==> src/rtl/seq_divider_pkg.sv <==
// Shared types and default widths for the sequential restoring divider.
package div_pkg;

  localparam int DVD_W_DEF = 8;
  localparam int DVS_W_DEF = 4;

  typedef enum logic [1:0] {
    IDLE = 2'd0,
    RUN  = 2'd1,
    DONE = 2'd2
  } state_t;

endpackage

==> src/rtl/seq_divider_if.sv <==
// Operand/result handshake bundle between a producer/consumer and seq_divider.
interface seq_divider_if
  import div_pkg::*;
#(
  parameter int DVD_W = DVD_W_DEF,
  parameter int DVS_W = DVS_W_DEF
) ();

  logic             start;
  logic             in_ready;
  logic [DVD_W-1:0] dividend;
  logic [DVS_W-1:0] divisor;
  logic             out_valid;
  logic             out_ready;
  logic [DVD_W-1:0] quotient;
  logic [DVS_W-1:0] remainder;
  logic             div_by_zero;

  modport master (
    output start, dividend, divisor, out_ready,
    input  in_ready, out_valid, quotient, remainder, div_by_zero
  );

  modport slave (
    input  start, dividend, divisor, out_ready,
    output in_ready, out_valid, quotient, remainder, div_by_zero
  );

endinterface

==> src/rtl/seq_divider_step.sv <==
// One restoring-division iteration: shift in a dividend bit, trial-subtract the divisor.
module div_step
  import div_pkg::*;
#(
  parameter int DVS_W = DVS_W_DEF
) (
  input  logic [DVS_W:0]   rem_in,
  input  logic [DVS_W-1:0] divisor,
  input  logic             bit_in,
  output logic [DVS_W:0]   rem_out,
  output logic             q_bit
);

  logic [DVS_W+1:0] shifted;

  assign shifted = {rem_in, bit_in};
  // Full-width compare keeps divide-by-zero well defined when rem_in's top bit is set.
  assign q_bit   = (shifted >= {2'b00, divisor});
  assign rem_out = q_bit ? (shifted[DVS_W:0] - {1'b0, divisor}) : shifted[DVS_W:0];

endmodule

==> src/rtl/seq_divider.sv <==
// Sequential unsigned restoring divider, one quotient bit per clock, MSB first.
// Build option: SEQ_DIVIDER_ZERO_FAST_EN skips the iterations for a zero divisor.
//
// state | meaning
// IDLE  | waiting for start, in_ready high
// RUN   | iterating, down-counter cnt reaches 0 on the last step
// DONE  | result presented, held until out_ready
module seq_divider
  import div_pkg::*;
#(
  parameter int DVD_W = DVD_W_DEF,
  parameter int DVS_W = DVS_W_DEF
) (
  input  logic         clk,
  input  logic         rst_n,
  seq_divider_if.slave bus
);

  localparam int CNT_W = $clog2(DVD_W + 1);

  state_t           state;
  state_t           state_nxt;
  logic [CNT_W-1:0] cnt;
  logic [DVD_W-1:0] quo_q;
  logic [DVS_W:0]   rem_q;
  logic [DVS_W-1:0] dvs_q;
  logic             dbz_q;
  logic [DVS_W:0]   rem_step;
  logic             q_bit;
  logic             accept;
  logic             last;
  logic             valid;

  assign accept = (state == IDLE) && bus.start;

`ifdef SEQ_DIVIDER_ZERO_FAST_EN
  assign last = (cnt == '0) || dbz_q;
`else
  assign last = (cnt == '0);
`endif

  // quo_q starts as the dividend; its MSB feeds the step while quotient bits shift in at the LSB.
  div_step #(.DVS_W(DVS_W)) u_step (
    .rem_in  (rem_q),
    .divisor (dvs_q),
    .bit_in  (quo_q[DVD_W-1]),
    .rem_out (rem_step),
    .q_bit   (q_bit)
  );

  always_ff @(posedge clk or negedge rst_n) begin
    if (!rst_n) begin
      state <= IDLE;
    end else begin
      state <= state_nxt;
    end
  end

  always_comb begin
    state_nxt = state;
    case (state)
      IDLE: if (bus.start)     state_nxt = RUN;
      RUN:  if (last)          state_nxt = DONE;
      DONE: if (bus.out_ready) state_nxt = IDLE;
      default:                 state_nxt = IDLE;
    endcase
  end

  always_ff @(posedge clk or negedge rst_n) begin
    if (!rst_n) begin
      cnt   <= '0;
      quo_q <= '0;
      rem_q <= '0;
      dvs_q <= '0;
      dbz_q <= 1'b0;
    end else if (accept) begin
      cnt   <= CNT_W'(DVD_W - 1);
      quo_q <= bus.dividend;
      rem_q <= '0;
      dvs_q <= bus.divisor;
      dbz_q <= (bus.divisor == '0);
    end else if (state == RUN) begin
`ifdef SEQ_DIVIDER_ZERO_FAST_EN
      if (dbz_q) begin
        quo_q <= '1;
        rem_q <= {1'b0, quo_q[DVS_W-1:0]};
      end else begin
        quo_q <= {quo_q[DVD_W-2:0], q_bit};
        rem_q <= rem_step;
        cnt   <= cnt - CNT_W'(1);
      end
`else
      quo_q <= {quo_q[DVD_W-2:0], q_bit};
      rem_q <= rem_step;
      cnt   <= cnt - CNT_W'(1);
`endif
    end
  end

  // Results are gated so they read as zero whenever out_valid is low.
  assign valid           = (state == DONE);
  assign bus.in_ready    = (state == IDLE);
  assign bus.out_valid   = valid;
  assign bus.quotient    = valid ? quo_q : '0;
  assign bus.remainder   = valid ? rem_q[DVS_W-1:0] : '0;
  assign bus.div_by_zero = valid & dbz_q;

endmodule

==> src/flat_wrapper.sv <==
// flat-port wrapper written by rule: the top's interface ports become plain ports
module seq_divider_flat import div_pkg::*;
#(
  parameter int DVD_W = DVD_W_DEF,
  parameter int DVS_W = DVS_W_DEF
)
  (clk, rst_n, bus_start, bus_dividend, bus_divisor, bus_out_ready, bus_in_ready, bus_out_valid, bus_quotient, bus_remainder, bus_div_by_zero);
  seq_divider_if #(.DVD_W(DVD_W), .DVS_W(DVS_W)) bus_i ();
  input  logic clk;
  input  logic rst_n;
  input wire logic [$bits(bus_i.start)-1:0] bus_start;
  input wire logic [$bits(bus_i.dividend)-1:0] bus_dividend;
  input wire logic [$bits(bus_i.divisor)-1:0] bus_divisor;
  input wire logic [$bits(bus_i.out_ready)-1:0] bus_out_ready;
  output wire logic [$bits(bus_i.in_ready)-1:0] bus_in_ready;
  output wire logic [$bits(bus_i.out_valid)-1:0] bus_out_valid;
  output wire logic [$bits(bus_i.quotient)-1:0] bus_quotient;
  output wire logic [$bits(bus_i.remainder)-1:0] bus_remainder;
  output wire logic [$bits(bus_i.div_by_zero)-1:0] bus_div_by_zero;
  assign bus_i.start = bus_start;
  assign bus_i.dividend = bus_dividend;
  assign bus_i.divisor = bus_divisor;
  assign bus_i.out_ready = bus_out_ready;
  assign bus_in_ready = bus_i.in_ready;
  assign bus_out_valid = bus_i.out_valid;
  assign bus_quotient = bus_i.quotient;
  assign bus_remainder = bus_i.remainder;
  assign bus_div_by_zero = bus_i.div_by_zero;
  seq_divider #(.DVD_W(DVD_W), .DVS_W(DVS_W)) u_core (.clk(clk), .rst_n(rst_n), .bus(bus_i));
endmodule
==> config.mk <==
export PLATFORM = sky130hd
export DESIGN_NAME = seq_divider_flat
export DESIGN_NICKNAME = d
export VERILOG_FILES = /design/src/rtl/seq_divider_pkg.sv /design/src/rtl/seq_divider_if.sv /design/src/rtl/seq_divider_step.sv /design/src/rtl/seq_divider.sv /design/src/flat_wrapper.sv
export SDC_FILE = /design/constraint.sdc
export NUM_CORES = 1
export LEC_CHECK = 0
export ABC_AREA = 1
export CORE_MARGIN = 2
export CORE_UTILIZATION = 45
export CTS_CLUSTER_DIAMETER = 150
export DETAILED_ROUTE_END_ITERATION = 7
export GPL_TIMING_DRIVEN = 1
export PLACE_DENSITY = 0.73
export SYNTH_ARGS = -nofsm -noshare
export SYNTH_HDL_FRONTEND = slang
export SYNTH_HIERARCHICAL = 1
export SYNTH_SLANG_ARGS = --single-unit
==> constraint.sdc <==
create_clock -name clk -period 1.8 [get_ports clk]
set_input_delay 0.18 -clock clk [delete_from_list [all_inputs] [get_ports clk]]
set_output_delay 0.18 -clock clk [all_outputs]
set_load 0.1 [all_outputs]
# ---- Yosys cells after proc, flatten, opt, wreduce, memory -nomap -nowiden
# Cells that the tools add are included.
dict set report classes {
  add_sub_neg 2
  order_cmp 1
  n_eq_ne 5
  mux 13
  n_bitwise 1
  reduce_logical 6
}
# operator count
set ops {}
lappend ops {{2-to-1 mux 8 bit} 3}
lappend ops {{2-to-1 mux 5 bit} 3}
lappend ops {{2-to-1 mux 4 bit} 3}
lappend ops {{logical NOT 4 bit} 2}
lappend ops {{greater-or-equal comparator 6 x 4 -> 1 bit} 1}
lappend ops {{2-to-1 mux 2 bit} 3}
lappend ops {{case mux 2 bit (3 select lines)} 1}
lappend ops {{subtractor 5 x 4 -> 5 bit} 1}
lappend ops {{!= test 2 bit (second input constant)} 2}
lappend ops {{subtractor 4 x 1 -> 4 bit (second input constant)} 1}
lappend ops {{AND reduction 3 bit} 1}
lappend ops {{equality test 2 x 1 -> 1 bit (second input constant)} 1}
lappend ops {{equality test 2 bit (second input constant)} 1}
lappend ops {{logical NOT 2 bit} 1}
lappend ops {{!= test 2 x 1 -> 1 bit (second input constant)} 1}
lappend ops {{nonzero test 2 bit} 1}
lappend ops {{AND 1 bit} 1}
lappend ops {{logical AND 1 bit} 1}
dict set report word_totals {
  reg_bits 24
  in_bits 16
  out_inout_bits 15
  word_cells 34
}

# ---- Logic depth before layout (Yosys ltp)
dict set report logic_depth {
  ltp_word 4
  depth_mapped 12
  ltp_nobuf 12
}

# ---- Hierarchy
# The synthesis kept the hierarchy.
# mod n_inst cells_each area_each_um2 seq_area_each_um2
set modules_own_cells {}
lappend modules_own_cells {seq_divider 1 143 1144.8 600.6}
lappend modules_own_cells {div_step 1 45 285.3 0.0}

# ---- Worst setup path after synthesis
# Ideal clock, no wire load.
dict set report synth_timing {
  kind {register -> output}
  startpoint {reg u_core.state[1]}
  endpoint {out bus_quotient[0]}
  arrival_time_ps 2874
  t_required_ps 1620
  setup_slack_ps -1254
  path_stages_with_launch 6
  path_buffers 1
  cell_sequence {dfrtp_1 -> inv_2 -> nor2_2 -> inv_2 -> buf_6 -> nor2_1}
}
dict set report synth_between {
  elab_chain_len 2
}
# item line_no
set synth_rtl {}
lappend synth_rtl {{from (decl)} seq_divider.sv:21} ;# state_t state;
lappend synth_rtl {{from (signal assigned)} seq_divider.sv:55} ;# state <= state_nxt;
lappend synth_rtl {{equality test 2 bit} seq_divider.sv:101} ;# assign valid = (state == DONE);
lappend synth_rtl {{named net bus_out_valid} flat_wrapper.sv:16} ;# output wire logic [$bits(bus_i.out_valid)-1:0] bus_out_valid;
lappend synth_rtl {{2-to-1 mux 8 bit} seq_divider.sv:104} ;# assign bus.quotient = valid ? quo_q : '0;
lappend synth_rtl {{to (decl)} flat_wrapper.sv:17} ;# output wire logic [$bits(bus_i.quotient)-1:0] bus_quotient;
# The timed path passes the listed nets, and every way through them passes these cells.

# ---- Final worst setup path
dict set report layout_timing {
  startpoint {reg u_core.quo_q[7]}
  endpoint {reg u_core.rem_q[2]}
}
dict set report layout_between {
  elab_chain_len 4
  elab_cells_between_ends 5
}
# item line_no
set layout_rtl {}
lappend layout_rtl {{from (decl)} seq_divider.sv:24} ;# logic [DVD_W-1:0] quo_q;
lappend layout_rtl {{from (signal assigned)} seq_divider.sv:78} ;# quo_q <= bus.dividend;
lappend layout_rtl {{from (signal assigned)} seq_divider.sv:93} ;# quo_q <= {quo_q[DVD_W-2:0], q_bit};
lappend layout_rtl {{greater-or-equal comparator 6 x 4 -> 1 bit} seq_divider_step.sv:18} ;# assign q_bit = (shifted >= {2'b00, divisor});
lappend layout_rtl {{named net u_core.q_bit} seq_divider.sv:29} ;# logic q_bit;
lappend layout_rtl {{2-to-1 mux 5 bit} seq_divider_step.sv:19} ;# assign rem_out = q_bit ? (shifted[DVS_W:0] - {1'b0, divisor}) : shifted[DVS_W:0];
lappend layout_rtl {{named net u_core.rem_step[2]} seq_divider.sv:28} ;# logic [DVS_W:0] rem_step;
lappend layout_rtl {{2-to-1 mux 5 bit} seq_divider.sv:82} ;# end else if (state == RUN) begin
lappend layout_rtl {{2-to-1 mux 5 bit} seq_divider.sv:76} ;# end else if (accept) begin
lappend layout_rtl {{to (signal assigned)} seq_divider.sv:94} ;# rem_q <= rem_step;
lappend layout_rtl {{to (decl)} seq_divider.sv:25} ;# logic [DVS_W:0] rem_q;
# The timed path passes the listed nets, and every way through them passes these cells. The select of a mux whose other input is x is not followed.
# A chain may end at the register's enable or synchronous reset.

==> flow_summary.ini <==
[layout]
drive_gt1_frac = 0.2735
area_growth_pct = 47.33
final_cell_mix = nand2_1 (55), inv_1 (28), dfrtp_1 (23), nor2_4 (16)
multi_input_area_um2 = 808.3
layout.area.seq_um2 = 601.8
final_util = 0.6959
fillCellCount = 231
final_common_cell = nand2_1
insertedDiodeCount = 0
fin_nets = 246

[yosys]
ys_warn_count = 6
synth_edf_count = 0
syn_area_um2 = 1430
synth.avg_cell_area_um2 = 7.607
yosysSeqAreaShare = 0.4199
syn_nets = 210
syn_inst = 188
ys_types = 24
async_flop_share = 1.000
synth_ff_type = dfrtp_1
synth_area_leaders = dfrtp_1 (42%), nand2_1 (15%), inv_1 (7.6%)
yosysTopAreaCellShare = 0.4199
synth_area_leader_cell = dfrtp_1
synth.ff_latch_count = 24

[place]
dp_hpwl_um = 2554
routabilityCongestion = 0.8648
post-place-ws_ns = 0.05827
io_buffers = 30

[clocking]
cts-buffers-inserted = 3
cts_sinks = 24
clock_latency_ns = 0.31
ctsHtreeMaxLevel = 1
clk_path_buf_depth = 2
cts_root_buf = clkbuf_4
cts_tree = done
clk_pin_slew_worst_paths_ns = 0.14

[setup_path]
critPathLaunchType = flop
required_ns = 2.01
worstPathMaxFanout = 6
worstSetupPathType = flop to flop
end_kind = flop
crit_arrival_ns = 1.95
r2r_slack_ns = 0.06

[global_route]
antenna_found_initial = 0
track_usage = 0.2138
grt_max_degree = 25
first_global_vias = 1262
grt-ovfl-total = 0
grt_pass1_wl_um = 5865

[floorplan]
die-height_um = 60.38
io_pins = 31
initial_core_util = 0.4723
die_w_um = 60.38
row_count = 20
core_area_um2 = 3028
die_area_um2 = 3645

[power]
power_leakage_nw = 0.9553
ir_worst_vdd_mv = 1.201
total_power_mw = 3.623
cellPowerDensity_nw_per_um2 = 1719

[route]
via_per_inst = 4.801
wire_per_inst_um = 12.40
first_pass_iters = 4
drt-initial-drc-count = 39
route.vias.total = 1282
drt-total-wl_um = 3311
route.detailed.drc = 0
drtAntennaViolNets = 0

[sta]
fin_ws_ns = 0.06265
fmax_mhz = 575.6
finalSetupViolations = 0
drv_slew = 0
min_period_ns = 1.737
hold_viol = 0
skew_ns = 0.002797
setup_tns_ns = 0
worst-slew-pin-transition_ns = 0.4621
rsz0062_at_grt = yes
relSlewSlack = 0.6919
fin_crit_sh = 0.9652

[run]
maxCapViolations = 0

[outcome]
status = completed

[worst_hold_path]
hold_class = input port to async pin
[timing repair]
action | in CTS | in global routing
endpoints found under the hold margin | 0 | 0
buffers inserted | 0 | 1
setup endpoints to repair | 0 | 19
hold buffers | 0 | 0
gates resized for setup | 0 | 14
[synth_stat cells, types with 2 or more instances]
| library cell | count |
|---|---|
| nor2_1 | 17 |
| nor2_2 | 3 |
| o211ai_1 | 9 |
| inv_1 | 29 |
| o21ai_1 | 2 |
| nand2_2 | 4 |
| nand4_1 | 5 |
| buf_4 | 2 |
| inv_2 | 3 |
| nand3_1 | 8 |
| nor2_4 | 2 |
| o21ai_0 | 7 |
| dfrtp_1 | 24 |
| ha_1 | 5 |
| nand2_1 | 59 |
[final timing paths]
path / from / endpoint / depth (start not counted)
setup reg to reg: u_core/quo_q[7] / u_core/rem_q[2] / 12
setup / recovery: u_core/quo_q[7] / u_core/rem_q[2] / 12
hold reg to reg: u_core/dvs_q[1] / u_core/dvs_q[1] / 2
max in group asynchronous: rst_n / u_core/state[1] / 2
hold / removal: rst_n / u_core/dbz_q / 2
min in group clk: bus_divisor[2] / u_core/dvs_q[2] / 3
[through the flow]
step | instances | instance area [µm²] | hold WS [ns]
global placement | 262 | 2039 | 0.4672
global route | 267 | 2107 | 0.2313
finish | 267 | 2107 | 0.2109
floorplan | 188 | 1546 | -0.1156
CTS | 266 | 2076 | 0.2141
detailed placement | 262 | 2039 | 0.4696
[cells by family (layout without fill, tap and decap cells)]
family	count (synthesis)	count (layout)	share of synthesized area
DFF	24	24	0.4200
xor gates and xnor gates	1	1	0.006125
and+or+nand+nor	102	102	0.3255
adders and majority gates	6	6	0.05774
buffers and inverters	35	70	0.1024
AOI/OAI and AO/OA	20	20	0.08836
[area by class of cell]
cell class / instances / share of cell area
clock buffer: 4 / 0.01722
tap: 44 / 0.02613
multi-input combinational: 129 / 0.3836
inverter: 32 / 0.05938
timing repair buffer: 34 / 0.2280
sequential: 24 / 0.2856
[worst max-delay path, stage by stage (launching register included)]
cell and delay (ns):
dfrtp_1 0.40, inv_1 0.06, ha_2 0.16, inv_2 0.04, fa_2 0.36, nand2_2 0.10, nand2_4 0.06, nand2_4 0.11
nand3_4 0.11, nand2_2 0.11, nand2_2 0.04, nand2_1 0.05, o21ai_1 0.05
[metal layers]
metal	share of wire	vias up	GRT usage	wire, µm
met3	0.022	2	0.02559	73
met5	0	-	0	0
met2	0.49	17	0.3432	1627
met1	0.48	604	0.3113	1591
li1	-	659	-	-
met4	0.0054	0	0.04762	18
[power by group]
| group | total, mW | internal [mW] | switching (mW) |
|---|---|---|---|
| combinational | 2.36 | 0.871 | 1.48 |
| sequential | 0.980 | 0.797 | 0.183 |
| clock | 0.287 | 0.123 | 0.163 |
[flip-flops by register name (all words and copies together) (netlist names)]
name	flops
u_core/dbz_q	1
u_core/quo_q	8
u_core/cnt	4
u_core/state	2
u_core/dvs_q	4
u_core/rem_q	5
(Power assumes the default switching activity.)
